**src/rtl/metronome_pkg.sv**
```systemverilog
// metronome_pkg: shared command, state and source encodings for the metronome command arbiter
// Contents: CMD_* adjust codes, state_t FSM encoding, SRC_* grant source encoding.
package metronome_pkg;

    localparam logic [1:0] CMD_PLUS_1  = 2'b00;
    localparam logic [1:0] CMD_PLUS_5  = 2'b01;
    localparam logic [1:0] CMD_MINUS_1 = 2'b10;
    localparam logic [1:0] CMD_MINUS_5 = 2'b11;

    typedef enum logic [1:0] {
        ST_IDLE  = 2'd0,
        ST_ISSUE = 2'd1,
        ST_GAP   = 2'd2
    } state_t;

    localparam logic SRC_BTN  = 1'b0;
    localparam logic SRC_UART = 1'b1;

endpackage

```
**src/rtl/btn_repeat_gen.sv**
```systemverilog
// btn_repeat_gen: button edge detect, conflict check, hold/auto-repeat timing and single pending slot
// Ports: i_clk, i_reset (async, active high); i_btn = {minus_5, minus_1, plus_5, plus_1} levels;
//        i_clr_pending drops the slot when the arbiter grants it; o_pending/o_code = pending request.
module btn_repeat_gen
    import metronome_pkg::*;
#(
    parameter int HOLD_CYCLES   = 25_000_000,
    parameter int REPEAT_CYCLES = 5_000_000
) (
    input  logic       i_clk,
    input  logic       i_reset,
    input  logic [3:0] i_btn,
    input  logic       i_clr_pending,
    output logic       o_pending,
    output logic [1:0] o_code
);
    localparam int CW = $clog2(HOLD_CYCLES > REPEAT_CYCLES ? HOLD_CYCLES : REPEAT_CYCLES) + 1;
    logic [3:0]    prev;
    logic [CW-1:0] cnt;
    logic          rep;
    logic          single, rise, held, fire;
    logic [1:0]    code;
    assign single = i_btn != 4'd0 && (i_btn & (i_btn - 4'd1)) == 4'd0;
    assign rise   = single && i_btn != prev;
    assign held   = single && i_btn == prev;
    // cnt is the number of cycles since the press (or since the last repeat)
    assign fire   = held && cnt == (rep ? CW'(REPEAT_CYCLES) : CW'(HOLD_CYCLES));
    // one-hot level to command code
    assign code   = {i_btn[3] | i_btn[2], i_btn[3] | i_btn[1]};
    always_ff @(posedge i_clk or posedge i_reset) begin
        if (i_reset) begin
            prev      <= '0;
            cnt       <= '0;
            rep       <= 1'b0;
            o_pending <= 1'b0;
            o_code    <= '0;
        end else begin
            prev <= i_btn;
            if (!single) begin
                cnt <= '0;
                rep <= 1'b0;
            end else if (rise) begin
                cnt <= CW'(1);
                rep <= 1'b0;
            end else if (fire) begin
                cnt <= CW'(1);
                rep <= 1'b1;
            end else if (cnt != '1) begin
                cnt <= cnt + 1'b1;
            end
            if (i_clr_pending) begin
                o_pending <= 1'b0;
            end else if ((rise || fire) && !o_pending) begin
                o_pending <= 1'b1;
                o_code    <= code;
            end
        end
    end
endmodule

```
**src/rtl/metronome_cmd_arbiter.sv**
```systemverilog
// metronome_cmd_arbiter: round-robin arbiter turning button/UART tempo commands into gapped single-cycle pulses
// Ports: i_clk, i_reset (async, active high); i_btn_* debounced levels; i_uart_cmd_valid/i_uart_cmd
//        with combinational o_uart_cmd_ready; o_plus_1/o_plus_5/o_minus_1/o_minus_5 pulses;
//        o_busy (ISSUE or GAP); o_last_src (0 button, 1 UART).
module metronome_cmd_arbiter
    import metronome_pkg::*;
#(
    parameter int GAP_CYCLES    = 16,
    parameter int HOLD_CYCLES   = 25_000_000,
    parameter int REPEAT_CYCLES = 5_000_000
) (
    input  logic       i_clk,
    input  logic       i_reset,
    input  logic       i_btn_plus_1,
    input  logic       i_btn_plus_5,
    input  logic       i_btn_minus_1,
    input  logic       i_btn_minus_5,
    input  logic       i_uart_cmd_valid,
    input  logic [1:0] i_uart_cmd,
    output logic       o_uart_cmd_ready,
    output logic       o_plus_1,
    output logic       o_plus_5,
    output logic       o_minus_1,
    output logic       o_minus_5,
    output logic       o_busy,
    output logic       o_last_src
);
    localparam int GW = $clog2(GAP_CYCLES) + 1;
    state_t        state, state_n;
    logic          btn_pending, grant_uart, any_req, clr_btn;
    logic [1:0]    btn_code, code_q;
    logic          src_q;
    logic [GW-1:0] gap_cnt;
    btn_repeat_gen #(
        .HOLD_CYCLES  (HOLD_CYCLES),
        .REPEAT_CYCLES(REPEAT_CYCLES)
    ) u_btn (
        .i_clk        (i_clk),
        .i_reset      (i_reset),
        .i_btn        ({i_btn_minus_5, i_btn_minus_1, i_btn_plus_5, i_btn_plus_1}),
        .i_clr_pending(clr_btn),
        .o_pending    (btn_pending),
        .o_code       (btn_code)
    );
    assign any_req    = btn_pending || i_uart_cmd_valid;
    // with both requesting, the source that did not win last time goes first
    assign grant_uart = i_uart_cmd_valid && (!btn_pending || o_last_src == SRC_BTN);
    assign clr_btn    = state == ST_IDLE && btn_pending && !grant_uart;
    always_ff @(posedge i_clk or posedge i_reset) begin
        if (i_reset) state <= ST_IDLE;
        else         state <= state_n;
    end
    always_comb begin
        state_n = state == ST_IDLE  ? (any_req ? ST_ISSUE : ST_IDLE) :
                  state == ST_ISSUE ? ST_GAP :
                  (gap_cnt == '0 ? ST_IDLE : ST_GAP);
    end
    always_comb begin
        o_uart_cmd_ready = state == ST_IDLE && grant_uart;
        o_busy           = state != ST_IDLE;
        o_plus_1         = state == ST_ISSUE && code_q == CMD_PLUS_1;
        o_plus_5         = state == ST_ISSUE && code_q == CMD_PLUS_5;
        o_minus_1        = state == ST_ISSUE && code_q == CMD_MINUS_1;
        o_minus_5        = state == ST_ISSUE && code_q == CMD_MINUS_5;
    end
    always_ff @(posedge i_clk or posedge i_reset) begin
        if (i_reset) begin
            code_q     <= '0;
            src_q      <= SRC_BTN;
            gap_cnt    <= '0;
            o_last_src <= SRC_BTN;
        end else if (state == ST_IDLE && any_req) begin
            code_q <= grant_uart ? i_uart_cmd : btn_code;
            src_q  <= grant_uart ? SRC_UART : SRC_BTN;
        end else if (state == ST_ISSUE) begin
            gap_cnt    <= GW'(GAP_CYCLES - 1);
            o_last_src <= src_q;
        end else if (state == ST_GAP && gap_cnt != '0) begin
            gap_cnt <= gap_cnt - 1'b1;
        end
    end
endmodule

```
**config.mk**
```make
export PLATFORM = sky130hd
export DESIGN_NAME = metronome_cmd_arbiter
export DESIGN_NICKNAME = d
export VERILOG_FILES = /design/src/rtl/metronome_pkg.sv /design/src/rtl/btn_repeat_gen.sv /design/src/rtl/metronome_cmd_arbiter.sv
export SDC_FILE = /design/constraint.sdc
export NUM_CORES = 1
export LEC_CHECK = 0
export ABC_CLOCK_PERIOD_IN_PS = 2500
export CORE_UTILIZATION = 30
export CTS_CLUSTER_DIAMETER = 200
export CTS_CLUSTER_SIZE = 30
export DETAILED_ROUTE_END_ITERATION = 7
export HOLD_SLACK_MARGIN = 0.12
export SETUP_SLACK_MARGIN = 0.1
export SLEW_MARGIN = 20
export SYNTH_ARGS = -nofsm -noshare
export SYNTH_HDL_FRONTEND = slang
export SYNTH_SLANG_ARGS = --single-unit
export TNS_END_PERCENT = 1
```
**constraint.sdc**
```tcl
create_clock -name i_clk -period 2.5 [get_ports i_clk]
set_input_delay 0.5 -clock i_clk [delete_from_list [all_inputs] [get_ports i_clk]]
set_output_delay 0.5 -clock i_clk [all_outputs]
set_load 0.02 [all_outputs]
```
==> results of run 1 <==
==> stage by stage <==
stage / TNS, ps / power [W]
2_1_floorplan: 0 / 0.00119
6_report: 0 / 0.00172
5_1_grt: 0 / 0.00183
3_3_place_gp: -401 / 0.00131
4_1_cts: 0 / 0.00174
3_5_place_dp: -983 / 0.00133
==> flip-flops by register name (all words and copies together), names as in the netlist, 2 cells and up <==
| signal | cells |
|---|---|
| code_q | 2 |
| state | 2 |
| u_btn.cnt | 26 |
| u_btn.prev | 4 |
| gap_cnt | 5 |
| u_btn.o_code | 2 |
==> final cells by class <==
class,count,area [um2],area share (%)
Timing Repair Buffer,30,274,9.66
Sequential cell,45,1130,39.7
Multi-Input combinational cell,194,1200,42.2
Tap cell,102,128,4.50
Clock inverter,1,5.00,0.176
Clock buffer,5,68.8,2.43
Inverter,10,37.5,1.32
==> power by group <==
part,leakage [nW],internal [W],switching [W]
clock network,0.0399,0.000184,0.000225
registers,0.586,0.000841,0.000100
logic,0.464,0.000171,0.000198
total,1.09,0.00120,0.000523
==> critical path, cell delays in order (launching register included) <==
cell and delay, ps:
dfrtp_1 420, nand2b_1 250, nor3b_1 220, clkdlybuf4s50_1 630
==> path summary, 6_finish.rpt <==
| check | startpoint | end | slack [ps] | cells after the start |
|---|---|---|---|---|
| min in group asynchronous | i_reset | u_btn.cnt[16] | 560 | 2 |
| worst max-delay path | state[1] | o_plus_5 | 180 | 3 |
| worst max register to register | gap_cnt[0] | gap_cnt[4] | 340 | 8 |
| worst min register to register | u_btn.o_code[1] | u_btn.o_code[1] | 500 | 2 |
| max in group asynchronous | i_reset | u_btn.cnt[23] | 1430 | 3 |
| worst min-delay path | u_btn.o_code[1] | u_btn.o_code[1] | 500 | 2 |
==> repair_timing <==
action                                  4_1_cts  5_1_grt
gates resized for setup                       1        1
endpoints found under the hold margin         0        0
endpoints found under the setup margin        1        7
==> layout by cell type (no fill, tap or decap), types with 9 or more instances in the layout <==
cell,count
dfrtp_1,45
nor2_1,31
nand2_1,24
a21oi_1,16
xor2_1,15
nand4_1,15
clkdlybuf4s50_1,14
buf_4,14
nor3_1,11
inv_1,9
==> routing by layer <==
layer	vias to the layer above	GRT usage, %
met3	6	2.85
met2	25	20.7
li1	976	-
met4	0	4.76
met1	962	18.3
met5	-	0
==> cell families after synthesis <==
group	Yosys count	synth area share [%]
compound gates	42	10.7
xor+xnor	21	7.97
fa+ha+maj	4	2.08
buf+inv	15	3.33
flops	45	46.9
mux	2	0.833
simple gates	125	28.2
==> impl_metrics.py, run 1 <==
metrics = {
    "critical_path": {
        "crit_arrival_ps": 1820,
        "crit_type": "reg2out",
        "cp.required_ps": 2000,
        "cp-start-kind": "flop",
        "path_max_fanout": 6,
        "worstSetupEndpointType": "output pin",
    },
    "clocking": {
        "clock_sinks": 45,
        "cts_setup_buffers": 0,
        "cts-htree-levels": 2,
        "cts_buffer_depth": 2,
        "ctsHoldBuffers": 0,
        "clk_pin_slew_ps": 80,
        "cts_buffers": 5,
        "insertion_delay_ps": 290,
        "cts-root-buf": "clkbuf_8",
        "cts_tree": "done",
    },
    "cells_and_area": {
        "layout-drive-gt1-share_pct": 10.9,
        "nFillCells": 794,
        "layoutNonFillerInstCount": 387,
        "antenna_cells": 0,
        "syn_to_final_growth_pct": 18.1,
        "nNetsFinal": 299,
        "final_area_um2": 2840,
        "fin_util_pct": 36.7,
    },
    "route": {
        "wl_met2_um": 2260,
        "wl_per_cell_um": 13.0,
        "num_vias": 1969,
        "drc": 0,
        "top_layer": "met4",
        "final_antenna_net_count": 0,
        "drt_iter0_drc": 83,
        "m1WireLength_um": 2550,
        "drt-pass1-iter-count": 4,
        "wl_um": 5030,
        "dr_wl_met3_um": 131,
        "via_per_inst": 5.09,
    },
    "synth": {
        "synth_area_leader_cell": "dfrtp_1",
        "syn-cell-area_um2": 2400,
        "yosysMostFrequentCell": "dfrtp_1",
        "ys_async_sr_fraction_pct": 100,
        "synth_ff_type": "dfrtp_1",
        "ys_seq_area_share_pct": 46.9,
        "synth_top_cell_area_share_pct": 46.9,
        "syn-num-nets": 267,
        "synth_area_leaders": "dfrtp_1, xor2_1, nor2_1",
        "synthTopCellsByCount": "dfrtp_1, nor2_1, nand2_1",
        "syn_inst": 254,
        "avgSynthCellArea_um2": 9.46,
        "synth_seq_cells": 45,
        "synth_edf_count": 0,
        "synth.distinct_cells": 43,
        "synth_warnings": 0,
    },
    "power": {
        "power_density_nw_per_um2": 606,
        "vdd_drop_max_uv": 298,
        "leakagePower_nw": 1.09,
    },
    "sta": {
        "maxSlewViolCount": 0,
        "setup_slack_ps": 182,
        "worst_pin_slew_ps": 741,
        "finClkSkew_ps": 6.44,
        "hold_violations": 0,
        "rsz0062_at_grt": "true",
        "finalCritPeriodShare_pct": 92.7,
        "fin_crit_ps": 2320,
        "fmax_ghz": 0.431,
        "hold_ws_ps": 503,
        "setup_violations": 0,
        "slew_headroom_pct": 50.5,
    },
    "die": {
        "ioPinCount": 16,
        "initial_core_util_pct": 31.1,
        "chipHeight_um": 91.5,
        "die_area_um2": 8370,
        "core_area_um2": 7730,
        "die_w_um": 91.5,
        "rows": 32,
    },
    "placement": {
        "pre_cts_slack_ps": -107,
        "io_buffers": 15,
        "gp_congestion": 0.794,
        "dpl_cell_area_um2": 2760,
        "dp_hpwl_um": 3710,
        "dp_cells": 381,
    },
    "run_status": {
        "status": "finished clean",
    },
    "flow_run": {
        "drv_cap": 0,
    },
    "global_routing": {
        "grt_usage_pct": 13.4,
        "gr-total-overflow": 0,
        "grt_max_degree": 24,
        "grt_pass1_vias": 1864,
        "grt_pass1_wl_um": 8850,
        "antenna_found_initial": 0,
    },
    "hold_path": {
        "holdCritPathClass": "reg2reg",
    },
}
Note: power is estimated with default switching activity, not from simulation.
==> run 2, diff against run 1 <==
--- a/config.mk
+++ b/config.mk
@@ -11,6 +11,7 @@
 export CTS_CLUSTER_SIZE = 30
 export DETAILED_ROUTE_END_ITERATION = 7
 export HOLD_SLACK_MARGIN = 0.12
+export REMOVE_ABC_BUFFERS = 1
 export SETUP_SLACK_MARGIN = 0.1
 export SLEW_MARGIN = 20
 export SYNTH_ARGS = -nofsm -noshare
==> run 2 against run 1 <==
Net effect: first-iteration DRC count up 22%; fmax fell by 0.66%; via count increased by 0.71%; non-clock buffer count up 4; final area grew 2.2%; clock skew is 0.63 ps lower; die area unchanged; flip-flop and latch count did not move; wire length is 5.4% higher; critical endpoint is now u_btn.cnt[19]; cell count increased by 1.6%; global-route usage rose by 0.66 points; critical path depth rose by 4; largest cell class unchanged.
==> impl_metrics.py, run 2 (same netlist as run 1, synthesis figures left out) <==
metrics = {
    "critical_path": {
        "cp.required_ps": 2720,
        "cp-start-kind": "input pin",
        "path_max_fanout": 10,
        "reg2reg_slack_ps": 380,
        "crit_arrival_ps": 2560,
        "crit_type": "in2reg",
        "r2r_end": "u_btn.o_code[0]",
        "rr_worst_depth": 6,
        "worstSetupEndpointType": "flop",
        "r2r_start": "u_btn.cnt[12]",
    },
    "global_routing": {
        "grt_pass1_vias": 1969,
        "antenna_found_initial": 0,
        "gr-total-overflow": 0,
        "grt_usage_pct": 14.0,
        "grt_pass1_wl_um": 9470,
        "grt_max_degree": 27,
    },
    "placement": {
        "io_buffers": 15,
        "dp_hpwl_um": 3860,
        "gp_congestion": 0.813,
    },
    "die": {
        "die_area_um2": 8370,
        "rows": 32,
        "ioPinCount": 16,
        "initial_core_util_pct": 31.1,
        "core_area_um2": 7730,
        "chipHeight_um": 91.5,
        "die_w_um": 91.5,
    },
    "clocking": {
        "ctsHoldBuffers": 0,
        "cts-htree-levels": 2,
        "cts_buffer_depth": 2,
        "clock_sinks": 45,
        "cts_setup_buffers": 0,
        "cts-root-buf": "clkbuf_8",
        "cts_tree": "done",
        "clk_pin_slew_ps": 90,
        "cts_buffers": 5,
        "insertion_delay_ps": 300,
    },
    "hold_path": {
        "hp-start": "u_btn.o_code[0]",
        "holdPathStages": 2,
        "min_to": "u_btn.o_code[0]",
        "holdCritPathClass": "reg2reg",
    },
    "route": {
        "drc": 0,
        "wl_um": 5300,
        "drt-pass1-iter-count": 4,
        "wl_per_cell_um": 13.5,
        "drt_iter0_drc": 101,
        "final_antenna_net_count": 0,
        "via_per_inst": 5.05,
        "num_vias": 1983,
    },
    "sta": {
        "slew_headroom_pct": 63.4,
        "fmax_ghz": 0.429,
        "hold_violations": 0,
        "finalCritPeriodShare_pct": 93.3,
        "rsz0062_at_grt": "true",
        "worst_pin_slew_ps": 548,
        "setup_violations": 0,
        "fin_crit_ps": 2330,
        "maxSlewViolCount": 0,
        "finClkSkew_ps": 5.81,
    },
    "power": {
        "p_int_w": 0.00135,
        "power_frac_comb_pct": 20.2,
        "seq_power_share_pct": 49.0,
        "vdd_drop_max_uv": 224,
        "leakagePower_nw": 1.12,
        "p_total_w": 0.00190,
        "switching_power_w": 0.000556,
        "power_density_nw_per_um2": 656,
        "switching_share_pct": 29.2,
        "clkPwrFrac_pct": 30.8,
    },
    "cells_and_area": {
        "fin_util_pct": 37.5,
        "mostFrequentLayoutCell": "dfrtp_1",
        "nNetsFinal": 303,
        "syn_to_final_growth_pct": 20.8,
        "final_cell_mix": "dfrtp_1, nor2_1, nand2_1",
        "top_register": "u_btn.cnt",
        "largest_reg_flops": 26,
        "layout-drive-gt1-share_pct": 12.7,
        "reg_top3": "u_btn.cnt: 26 flops, gap_cnt: 5 flops, u_btn.prev: 4 flops",
        "antenna_cells": 0,
    },
    "flow_run": {
        "drv_cap": 0,
    },
    "run_status": {
        "status": "finished clean",
    },
}
-- run 2: worst max-delay path by stage --
| stage | endpoint | from |
|---|---|---|
| 2_1_floorplan | u_btn.cnt[12] | u_btn.cnt[0] |
| 3_3_place_gp | u_btn.cnt[19] | i_btn_plus_1 |
| 3_5_place_dp | u_btn.cnt[19] | i_btn_plus_1 |
| 4_1_cts | u_btn.cnt[19] | i_btn_plus_1 |
| 5_1_grt | o_plus_5 | state[1] |
| 6_report | u_btn.cnt[19] | i_btn_plus_1 |
-- run 2: routing by layer --
layer  up-vias  track usage, %  part of all wire (%)
met5         -               0                     0
met4         0            3.57                   1.1
met3         6            3.18                   4.2
met2        40            23.1                    47
met1       958            18.5                    47
li1        979               -                     -
-- run 2: per-stage QoR --
stage	cell area [um2]	TNS, ps	hold slack, ps	setup WS (ps)	std cells
3_3_place_gp	2780	-908	481	-104	385
4_1_cts	2900	0	503	155	393
3_5_place_dp	2780	-1210	484	-139	385
6_report	2900	0	498	167	393
5_1_grt	2900	0	538	43.0	393
2_1_floorplan	2360	0	455	511	249
-- run 2: power by group through the flow --
stage / Combinational, W / Sequential, W / Clock (W)
floorplan: 0.000249 / 0.000934 / 0
global placement: 0.000376 / 0.000946 / 0
detailed placement: 0.000395 / 0.000948 / 0
CTS: 0.000392 / 0.000935 / 0.000595
global route: 0.000439 / 0.000963 / 0.000625
finish: 0.000384 / 0.000933 / 0.000586
-- run 2: final cells by class --
class	count	area (um2)
fill	796	4830
multi-input combinational	194	1200
sequential	45	1130
timing repair buffer	34	292
tap	102	128
clock buffer	6	82.6
clock inverter	2	37.5
inverter	10	37.5
-- run 2: repair_timing --
| action | CTS | global route |
|---|---|---|
| hold endpoints to repair | 0 | 0 |
| resized for setup | 1 | 1 |
| setup endpoints to repair | 1 | 7 |
-- run 2: worst max-delay path, stage by stage --
cell	delay, ps
clkdlybuf4s50_1	530
xor2_2	230
a211o_1	290
and2_4	160
and3_4	180
or4_1	500
a21oi_1	170
